$ cat config.mk
export PLATFORM = sky130hd
export DESIGN_NAME = frame_flip_reader_flat
export DESIGN_NICKNAME = d
export VERILOG_FILES = /design/src/rtl/frame_flip_reader_if.sv /design/src/rtl/frame_flip_reader.sv /design/src/flat_wrapper.sv
export SDC_FILE = /design/constraint.sdc
export NUM_CORES = 1
export LEC_CHECK = 0
export BUFFER_PORTS_ARGS = -buffer_cell sky130_fd_sc_hd__buf_2
export CELL_PAD_IN_SITES_DETAIL_PLACEMENT = 0
export CELL_PAD_IN_SITES_GLOBAL_PLACEMENT = 1
export CORE_ASPECT_RATIO = 1.5
export CORE_MARGIN = 1
export CORE_UTILIZATION = 48
export CTS_BUF_LIST = sky130_fd_sc_hd__clkbuf_8
export DETAILED_ROUTE_END_ITERATION = 10
export PLACE_DENSITY = 0.86
export SLEW_MARGIN = 30
export SYNTH_ARGS = -nofsm -noshare
export SYNTH_HDL_FRONTEND = slang
export SYNTH_SLANG_ARGS = --single-unit
$ cat constraint.sdc
create_clock -name clk -period 6.7 [get_ports clk]
set_input_delay 1.34 -clock clk [delete_from_list [all_inputs] [get_ports clk]]
set_output_delay 1.34 -clock clk [all_outputs]
set_load 0.02 [all_outputs]
$ cat src/rtl/frame_flip_reader_if.sv
`default_nettype none
// ============================================================================
//  Module   : frame_flip_reader_if
//  Purpose  : Bundles the frame-buffer read port and the downstream pixel
//             stream of frame_flip_reader into one interface.
//  Signals  : mem_addr  - linear frame-buffer address (ADDR_W bits)
//             mem_rd    - read strobe
//             mem_data  - read data, combinational while mem_rd is high
//             pix_valid / pix_ready - pixel stream handshake
//             pix_data  - 1-bit output pixel
//             pix_sof / pix_eol / pix_eof - frame/row markers
//  Modports : master (the reader), slave (memory + sink side)
//  Revision : 1.0 - initial release
// ============================================================================
interface frame_flip_reader_if #(
    parameter int ADDR_W = 24
) ();
    logic [ADDR_W-1:0] mem_addr;
    logic              mem_rd;
    logic              mem_data;
    logic              pix_valid;
    logic              pix_ready;
    logic              pix_data;
    logic              pix_sof;
    logic              pix_eol;
    logic              pix_eof;

    modport master (
        output mem_addr, mem_rd, pix_valid, pix_data, pix_sof, pix_eol, pix_eof,
        input  mem_data, pix_ready
    );

    modport slave (
        input  mem_addr, mem_rd, pix_valid, pix_data, pix_sof, pix_eol, pix_eof,
        output mem_data, pix_ready
    );
endinterface
`default_nettype wire

$ cat src/rtl/frame_flip_reader.sv
`default_nettype none
// ============================================================================
//  Module   : frame_flip_reader
//  Purpose  : Read-side initiator for a 1-bit frame buffer. On start it scans
//             one WIDTH x HEIGHT frame in raster output order, optionally
//             mirroring columns (flip_h) and/or rows (flip_v) by generating
//             mirrored source addresses, and streams the pixels out over a
//             valid/ready handshake. Two cycles per pixel (READ, SEND).
//  Ports    : clk, rst          - clock, synchronous active-high reset
//             start             - begin a frame scan (only honoured in IDLE)
//             flip_h, flip_v    - mirror controls, latched on accepted start
//             invert            - (PIX_INVERT_EN only) invert captured pixels,
//                                 latched on accepted start
//             busy              - high from accepted start to last handshake
//             done              - one-cycle pulse after the last handshake
//             bus (master)      - frame-buffer read port + pixel stream
//  Options  : define PIX_INVERT_EN to add the invert port.
//  Revision : 1.0 - initial release
// ============================================================================
module frame_flip_reader #(
    parameter int WIDTH  = 320,
    parameter int HEIGHT = 240,
    parameter int ADDR_W = 24
) (
    input  wire logic          clk,
    input  wire logic          rst,
    input  wire logic          start,
    input  wire logic          flip_h,
    input  wire logic          flip_v,
`ifdef PIX_INVERT_EN
    input  wire logic          invert,
`endif
    output logic               busy,
    output logic               done,
    frame_flip_reader_if.master bus
);

    localparam int CX_W = $clog2(WIDTH + 1);
    localparam int CY_W = $clog2(HEIGHT + 1);

    localparam logic [CX_W-1:0]   X_LAST     = CX_W'(WIDTH - 1);
    localparam logic [CY_W-1:0]   Y_LAST     = CY_W'(HEIGHT - 1);
    localparam logic [ADDR_W-1:0] A_WIDTH    = ADDR_W'(WIDTH);
    localparam logic [ADDR_W-1:0] A_COL_LAST = ADDR_W'(WIDTH - 1);
    localparam logic [ADDR_W-1:0] A_ROW_LAST = ADDR_W'((HEIGHT - 1) * WIDTH);

    typedef enum logic [1:0] {
        S_IDLE = 2'd0,
        S_READ = 2'd1,
        S_SEND = 2'd2
    } state_t;

    state_t            state_q,    state_d;
    logic [CX_W-1:0]   ox_q,       ox_d;
    logic [CY_W-1:0]   oy_q,       oy_d;
    logic              flip_h_q,   flip_h_d;
    logic              flip_v_q,   flip_v_d;
    logic [ADDR_W-1:0] row_base_q, row_base_d;   // sy*WIDTH
    logic [ADDR_W-1:0] col_q,      col_d;        // sx
    logic [ADDR_W-1:0] addr_q,     addr_d;
    logic              data_q,     data_d;
    logic              sof_q,      sof_d;
    logic              eol_q,      eol_d;
    logic              eof_q,      eof_d;
    logic              done_q,     done_d;
    logic              cap_bit;

`ifdef PIX_INVERT_EN
    logic              invert_q,   invert_d;
    assign cap_bit = bus.mem_data ^ invert_q;
`else
    assign cap_bit = bus.mem_data;
`endif

    always_ff @(posedge clk) begin
        if (rst) begin
            state_q    <= S_IDLE;
            ox_q       <= '0;
            oy_q       <= '0;
            flip_h_q   <= 1'b0;
            flip_v_q   <= 1'b0;
            row_base_q <= '0;
            col_q      <= '0;
            addr_q     <= '0;
            data_q     <= 1'b0;
            sof_q      <= 1'b0;
            eol_q      <= 1'b0;
            eof_q      <= 1'b0;
            done_q     <= 1'b0;
`ifdef PIX_INVERT_EN
            invert_q   <= 1'b0;
`endif
        end else begin
            state_q    <= state_d;
            ox_q       <= ox_d;
            oy_q       <= oy_d;
            flip_h_q   <= flip_h_d;
            flip_v_q   <= flip_v_d;
            row_base_q <= row_base_d;
            col_q      <= col_d;
            addr_q     <= addr_d;
            data_q     <= data_d;
            sof_q      <= sof_d;
            eol_q      <= eol_d;
            eof_q      <= eof_d;
            done_q     <= done_d;
`ifdef PIX_INVERT_EN
            invert_q   <= invert_d;
`endif
        end
    end

    always_comb begin
        state_d    = state_q;
        ox_d       = ox_q;
        oy_d       = oy_q;
        flip_h_d   = flip_h_q;
        flip_v_d   = flip_v_q;
        row_base_d = row_base_q;
        col_d      = col_q;
        addr_d     = addr_q;
        data_d     = data_q;
        sof_d      = sof_q;
        eol_d      = eol_q;
        eof_d      = eof_q;
        done_d     = 1'b0;
`ifdef PIX_INVERT_EN
        invert_d   = invert_q;
`endif

        case (state_q)
            S_IDLE: begin
                if (start) begin
                    state_d    = S_READ;
                    flip_h_d   = flip_h;
                    flip_v_d   = flip_v;
`ifdef PIX_INVERT_EN
                    invert_d   = invert;
`endif
                    ox_d       = '0;
                    oy_d       = '0;
                    // Output pixel (0,0) maps to the mirrored corner.
                    row_base_d = flip_v ? A_ROW_LAST : '0;
                    col_d      = flip_h ? A_COL_LAST : '0;
                    addr_d     = row_base_d + col_d;
                end
            end

            S_READ: begin
                data_d  = cap_bit;
                sof_d   = (ox_q == '0) && (oy_q == '0);
                eol_d   = (ox_q == X_LAST);
                eof_d   = (ox_q == X_LAST) && (oy_q == Y_LAST);
                state_d = S_SEND;
            end

            S_SEND: begin
                if (bus.pix_ready) begin
                    if (eof_q) begin
                        state_d = S_IDLE;
                        done_d  = 1'b1;
                    end else begin
                        state_d = S_READ;
                        if (ox_q == X_LAST) begin
                            // Row wrap: step the row base by one row in the
                            // scan direction and restart the column term.
                            ox_d       = '0;
                            oy_d       = oy_q + CY_W'(1);
                            row_base_d = flip_v_q ? (row_base_q - A_WIDTH)
                                                  : (row_base_q + A_WIDTH);
                            col_d      = flip_h_q ? A_COL_LAST : '0;
                        end else begin
                            ox_d  = ox_q + CX_W'(1);
                            col_d = flip_h_q ? (col_q - ADDR_W'(1))
                                             : (col_q + ADDR_W'(1));
                        end
                        addr_d = row_base_d + col_d;
                    end
                end
            end

            default: state_d = S_IDLE;
        endcase
    end

    assign bus.mem_addr  = addr_q;
    assign bus.mem_rd    = (state_q == S_READ);
    assign bus.pix_valid = (state_q == S_SEND);
    assign bus.pix_data  = data_q;
    assign bus.pix_sof   = sof_q;
    assign bus.pix_eol   = eol_q;
    assign bus.pix_eof   = eof_q;
    assign busy          = (state_q != S_IDLE);
    assign done          = done_q;

endmodule
`default_nettype wire

$ cat src/flat_wrapper.sv
// flat-port wrapper written by rule: the top's interface ports become plain ports
module frame_flip_reader_flat 
#(
    parameter int WIDTH  = 320,
    parameter int HEIGHT = 240,
    parameter int ADDR_W = 24
)
  (clk, rst, start, flip_h, flip_v, busy, done, bus_mem_addr, bus_mem_rd, bus_pix_valid, bus_pix_data, bus_pix_sof, bus_pix_eol, bus_pix_eof, bus_mem_data, bus_pix_ready);
  frame_flip_reader_if #(.ADDR_W(ADDR_W)) bus_i ();
  input  wire logic clk;
  input  wire logic rst;
  input  wire logic start;
  input  wire logic flip_h;
  input  wire logic flip_v;
  output logic busy;
  output logic done;
  output wire logic [$bits(bus_i.mem_addr)-1:0] bus_mem_addr;
  output wire logic [$bits(bus_i.mem_rd)-1:0] bus_mem_rd;
  output wire logic [$bits(bus_i.pix_valid)-1:0] bus_pix_valid;
  output wire logic [$bits(bus_i.pix_data)-1:0] bus_pix_data;
  output wire logic [$bits(bus_i.pix_sof)-1:0] bus_pix_sof;
  output wire logic [$bits(bus_i.pix_eol)-1:0] bus_pix_eol;
  output wire logic [$bits(bus_i.pix_eof)-1:0] bus_pix_eof;
  input wire logic [$bits(bus_i.mem_data)-1:0] bus_mem_data;
  input wire logic [$bits(bus_i.pix_ready)-1:0] bus_pix_ready;
  assign bus_mem_addr = bus_i.mem_addr;
  assign bus_mem_rd = bus_i.mem_rd;
  assign bus_pix_valid = bus_i.pix_valid;
  assign bus_pix_data = bus_i.pix_data;
  assign bus_pix_sof = bus_i.pix_sof;
  assign bus_pix_eol = bus_i.pix_eol;
  assign bus_pix_eof = bus_i.pix_eof;
  assign bus_i.mem_data = bus_mem_data;
  assign bus_i.pix_ready = bus_pix_ready;
  frame_flip_reader #(.WIDTH(WIDTH), .HEIGHT(HEIGHT), .ADDR_W(ADDR_W)) u_core (.clk(clk), .rst(rst), .start(start), .flip_h(flip_h), .flip_v(flip_v), .busy(busy), .done(done), .bus(bus_i));
endmodule
Yosys cells after proc, flatten, opt, wreduce, memory -nomap -nowiden
Index checks and enable logic that the tools add are counted.
{ "word_totals": {"latchBits": 0, "ff_bits": 98, "output_inout_bits": 32, "wordCells": 83, "mem_bits_rw": 0, "input_bits": 7, "mem_bits_ro": 0, "mem_count": 0} }
{ "op_classes": {"order_cmp": 0, "add_sub_neg": 8, "n_eq_ne": 8, "n_shift": 0, "n_mux": 40, "bitwise": 2, "div_mod_pow": 0, "n_mul": 0, "reduce_logical": 12} }
{ "ops": {"columns": ["op", "n"], "rows": [
  ["24-bit 2-to-1 mux", 19],
  ["24-bit one-hot mux with 2 select lines", 3],
  ["9-bit 2-to-1 mux", 6],
  ["24-bit adder", 2],
  ["8-bit 2-to-1 mux", 4],
  ["24-bit by 1-bit adder with 24-bit output (second input constant)", 1],
  ["24-bit by 9-bit adder with 24-bit output (second input constant)", 1],
  ["24-bit by 1-bit subtractor with 24-bit output (second input constant)", 1],
  ["24-bit by 9-bit subtractor with 24-bit output (second input constant)", 1],
  ["9-bit one-hot mux with 2 select lines", 1],
  ["17-bit 2-to-1 mux", 1],
  ["8-bit one-hot mux with 2 select lines", 1],
  ["9-bit by 1-bit adder with 9-bit output (second input constant)", 1],
  ["9-bit == test (second input constant)", 1],
  ["9-bit logical NOT", 1],
  ["8-bit by 1-bit adder with 8-bit output (second input constant)", 1],
  ["8-bit == test (second input constant)", 1],
  ["8-bit logical NOT", 1],
  ["2-bit one-hot mux with 3 select lines", 1],
  ["5-bit AND reduction", 1],
  ["2-bit 2-to-1 mux", 2],
  ["2-bit by 1-bit inequality test with 1-bit output (second input constant)", 2],
  ["2-bit inequality test (second input constant)", 2],
  ["2-bit AND reduction", 2],
  ["9 further kinds", 13]
]} }

Longest topological paths before layout
{ "logic_depth": {"word_depth": 10, "mapped_depth": 23, "ltp_nobuf": 22} }

Worst setup path after synthesis
Ideal clock, no wire load.
{ "synth_path": {"path_kind": "register to register", "from": "reg u_core.flip_h_q", "to": "reg u_core.addr_q[23] (netlist: u_core.bus.mem_addr[23])", "path_buffers": 0, "path_slack_ns": 1.674, "setup_time_ns": 0.085, "arrival_time_ns": 4.941, "period_less_slack_ns": 5.026, "required_time_ns": 6.615, "stages_incl_launch_ff": 20, "path_cell_list": "dfxtp_1 ha_1 a21o_1 a21o_1 a211oi_1 o211ai_1 a31oi_1 o21bai_1 a2111o_1 a31o_2 a21oi_1 xor2_1 nor2_1 ha_1 a21o_1 a21o_1 a221oi_1 a21bo_1 xnor3_1 o31ai_2"} }
{ "synth_between": {"elab_chain_cells": 9, "word_cells_on_any_way": 10, "classes_between": "1 x add/sub; 9 x mux"} }
{ "synth_rtl": {"columns": ["item", "line_no", "source"], "rows": [
  ["start, declared", "frame_flip_reader.sv:56", "logic flip_h_q, flip_h_d;"],
  ["start signal, assigned", "frame_flip_reader.sv:97", "flip_h_q <= flip_h_d;"],
  ["24-bit 2-to-1 mux / 9-bit 2-to-1 mux (equally long branches)", "frame_flip_reader.sv:174, frame_flip_reader.sv:171", null],
  ["24-bit 2-to-1 mux *", "frame_flip_reader.sv:164", "if (ox_q == X_LAST) begin"],
  ["24-bit 2-to-1 mux *", "frame_flip_reader.sv:159", "if (eof_q) begin"],
  ["24-bit 2-to-1 mux *", "frame_flip_reader.sv:158", "if (bus.pix_ready) begin"],
  ["24-bit 2-to-1 mux *", "frame_flip_reader.sv:131", "case (state_q)"],
  ["24-bit adder *", "frame_flip_reader.sv:177", "addr_d = row_base_d + col_d;"],
  ["24-bit 2-to-1 mux *", "frame_flip_reader.sv:159", null],
  ["24-bit 2-to-1 mux *", "frame_flip_reader.sv:158", null],
  ["24-bit one-hot mux with 2 select lines *", "frame_flip_reader.sv:131", null],
  ["end signal, assigned", "frame_flip_reader.sv:101", "addr_q <= addr_d;"],
  ["end, declared", "frame_flip_reader.sv:60", "logic [ADDR_W-1:0] addr_q, addr_d;"]
]} }
Mark *: on every way between the ends. The rest lies on a longest branch, timed or not. The select of a mux whose other input is x is not followed.
A chain may end at the register's enable or synchronous reset.

Worst setup path in the final report
Ends and elaborated chain as after synthesis.

==> impl_metrics.toml <==
[cts]
cts-root-buf = "clkbuf_8"
post_cts_buffers = 0
clock-sinks = 91
cts_tree = "yes"
insertion_delay_ns = 0.38
clkTransAtPathRegs_ns = 0.10
cts_resized = 0
cts_hold_buf = 0
ctsLongestPathBuffers = 2
htree_num_levels = 3
cts_buffers = 9

[worst_setup_path]
cp_max_fo = 13
critPathKind = "reg2reg"
endpoint_kind = "register"
start_kind = "register"
r2r_start = "u_core.flip_h_q"
worstPathArrival_ns = 5.64
critical_path.startpoint = "u_core.flip_h_q"
cp_slowest_cell = "dfxtp_1"
worstPathCellList = "ha_1, and2_4, a221oi_4, a21oi_1, o21a_1, nor3_1, ha_1, a21o_1, a21o_1, nor2_1, nor4b_1, a211oi_1, a21oi_2, o311a_4, nor4b_4, o21ai_2, a21bo_1, xnor3_1, o31ai_2"
cpPeakStageDelay_ns = 0.62
required_ns = 7.00

[yosys]
yosysMostFrequentCell = "nor2_1"
syn_avg_cell_area_um2 = 7.644
synth_seq_area_share_pct = 27.05
synth_cell_types = 79
post-synth-top-area-cell = "dfxtp_1"
netlist_top_cells_count = "109 x nor2_1, 98 x nand2_1, 94 x a21oi_1"
synth-seq-cells = 91
synth_area_um2 = 6734
synth_top_area_share_pct = 27.05
synthesis.instances = 881
ys.warnings.count = 0
synthTopCellsByArea = "dfxtp_1 27%, ha_1 10%, a21oi_1 7.0%, nor2_1 6.1%, nand2_1 5.5%"
synth-main-ff-cell = "dfxtp_1"
synth_nets = 946
synthArstFlopShare_pct = 0
synth_edf_count = 0

[global_route]
grt_remaining_overflow = 0
antenna_found_initial = 0
grt_max_degree = 65
grt_use_total_pct = 26.00
grt_pass1_wl_um = 30340
grt_pass1_vias = 6387

[detailed_routing]
via_count = 6404
final_antenna_net_count = 0
vias_per_cell = 5.996
finalWirelength_um = 18220
firstDrtPassIters = 5
first_iter_violations = 273
drc = 0
routedWlPerCell_um = 17.06

[finish]
area_growth_pct = 7.692
diodes = 0
drive_gt1_share_pct = 10.26
fill_cells = 1325
final_nets = 966
final_area_um2 = 7252

[sta]
fmax_ghz = 0.1873
finalClockSkew_ns = 0.01266
worstMarginPinSlew_ns = 0.8676
relSlewSlack_pct = 41.95
final.min_clock_period_ns = 5.339
finalSetupTns_ns = 0
fin_crit_sh_pct = 79.69
drv_slew = 0
rsz0062_at_grt = "false"
finalSetupViolations = 0
final_hold_viol_count = 0

[place]
place_hpwl_um = 13400
placed_cell_area_um2 = 7052
io_buffers = 38
place_congestion = 0.9695

[hold_path]
hp-start = "u_core.bus.pix_data"
hold_class = "reg2reg"

[floorplan]
die_h_um = 147.1
die_x_um = 98.71
die_area_um2 = 14520
boundaryPins = 39
core_um2 = 13600
initial_core_util_pct = 49.52
num_rows = 52

[run_status]
status = "finished, final reports clean"

[flow_run]
drv_cap = 0

[power]
peakVddDrop_v = 0.0001169
pwr_density_cell_nw_per_um2 = 174.6
p_leak_nw = 3.182
cell usage in the layout, fill, tap and decap left out, types with 3 or more instances in the layout:
cell      Yosys  layout
buf_2         1      38
a211oi_1      8       8
o21bai_1      5       5
clkbuf_8      0       9
inv_1        25      26
o21ai_0      44      44
ha_1         56      56
xnor2_1      32      32
nand4_1      10      10
or2_2         4       5
a31o_2        6       6
nor3_1       24      24
nand2_1      98      98
or3_1         3       3
xor2_1       27      27
a22o_1        6       6
a32oi_1       4       4
dfxtp_1      91      91
nor2b_1       4       4
nand3_1      48      48
nor2_1      109     107
a31oi_1       7       7
nor4_1        4       4
a21oi_1      94      94
buf_4         1      11
o21a_1        9       9
o31ai_1       7       7
nand2b_1     10      10
a21o_1       20      20
a311oi_1      6       6
nor3b_1       3       3
and4_1        3       3
and2_1        9       9
nor4b_1       3       3
o211ai_1      7       7
and3_1        4       4
flip-flops by register name, indices dropped and copies added, names as in the netlist:
name / count
u_core.bus.mem_addr: 23
u_core.bus.pix_data: 1
u_core.bus.pix_eof: 1
u_core.bus.pix_eol: 1
u_core.bus.pix_sof: 1
u_core.col_q: 24
u_core.done: 1
u_core.flip_h_q: 1
u_core.flip_v_q: 1
u_core.ox_q: 9
u_core.oy_q: 8
u_core.row_base_q: 18
u_core.state_q: 2
logic make-up (layout without fill, tap and decap cells):
family,Yosys count,count (layout),synth area share [%]
AO/OA/AOI/OAI,251,251,24.51
multiplexers,2,2,0.3159
adder cells (fa/ha/maj),59,59,11.15
AND/OR/NAND/NOR,351,351,24.77
other,1,1,0.05569
buffers and inverters,65,90,3.809
flip-flops,91,91,27.05
XOR/XNOR,61,61,8.343
per-stage QoR:
step           instances  hold slack (ns)  worst slack, ns  util (%)  power [mW]
2_1_floorplan        881           0.4315            1.674         -      0.8059
3_3_place_gp        1052           0.4378            1.534     51.86      0.8766
3_5_place_dp        1052           0.4430            1.402     51.86      0.8850
4_1_cts             1068           0.4572            1.385     53.33       1.277
5_1_grt             1068           0.4924            1.051     53.33       1.334
6_report            1068           0.4552            1.361     53.33       1.266
path summary, 6_finish.rpt:
path | end | slack, ns | cells after the start
setup / recovery | u_core.bus.mem_addr[23] | 1.36 | 19
hold / removal | u_core.bus.pix_data | 0.46 | 2
setup reg to reg | u_core.bus.mem_addr[23] | 1.36 | 19
hold reg to reg | u_core.bus.pix_data | 0.46 | 2
critical path, delay by kind of cell (launching register included):
| kind | cells | cell delay (ns) |
|---|---|---|
| and+or+nand+nor | 5 | 0.95 |
| xor gates and xnor gates | 1 | 0.34 |
| DFF | 1 | 0.62 |
| AOI/OAI and AO/OA | 11 | 2.61 |
| adders and majority gates | 2 | 0.75 |
final cells by class:
type | count | area, um2 | share of cell area (%)
timing repair buffer | 49 | 272.8 | 3.761
clock inverter | 7 | 76.32 | 1.052
tap | 162 | 202.7 | 2.795
multi-input combinational | 725 | 4661 | 64.27
clock buffer | 9 | 123.9 | 1.708
sequential | 91 | 1822 | 25.12
inverter | 25 | 93.84 | 1.294
layer usage:
metal / up-vias / GRT usage [%] / share of wire (%) / wire, um
met2: 132 / 47.82 / 52 / 9515
li1: 3207 / - / - / -
met3: 41 / 2.902 / 2.6 / 473
met1: 3024 / 29.40 / 42 / 7617
met4: 0 / 12.99 / 3.4 / 615
met5: - / 0 / 0 / 0
report_power, final:
group	switching [mW]	total, mW	internal, mW
logic	0.188	0.293	0.105
registers	0.0207	0.582	0.561
clock network	0.216	0.391	0.175
total	0.425	1.27	0.841
Note: power is estimated with default switching activity, not from simulation.
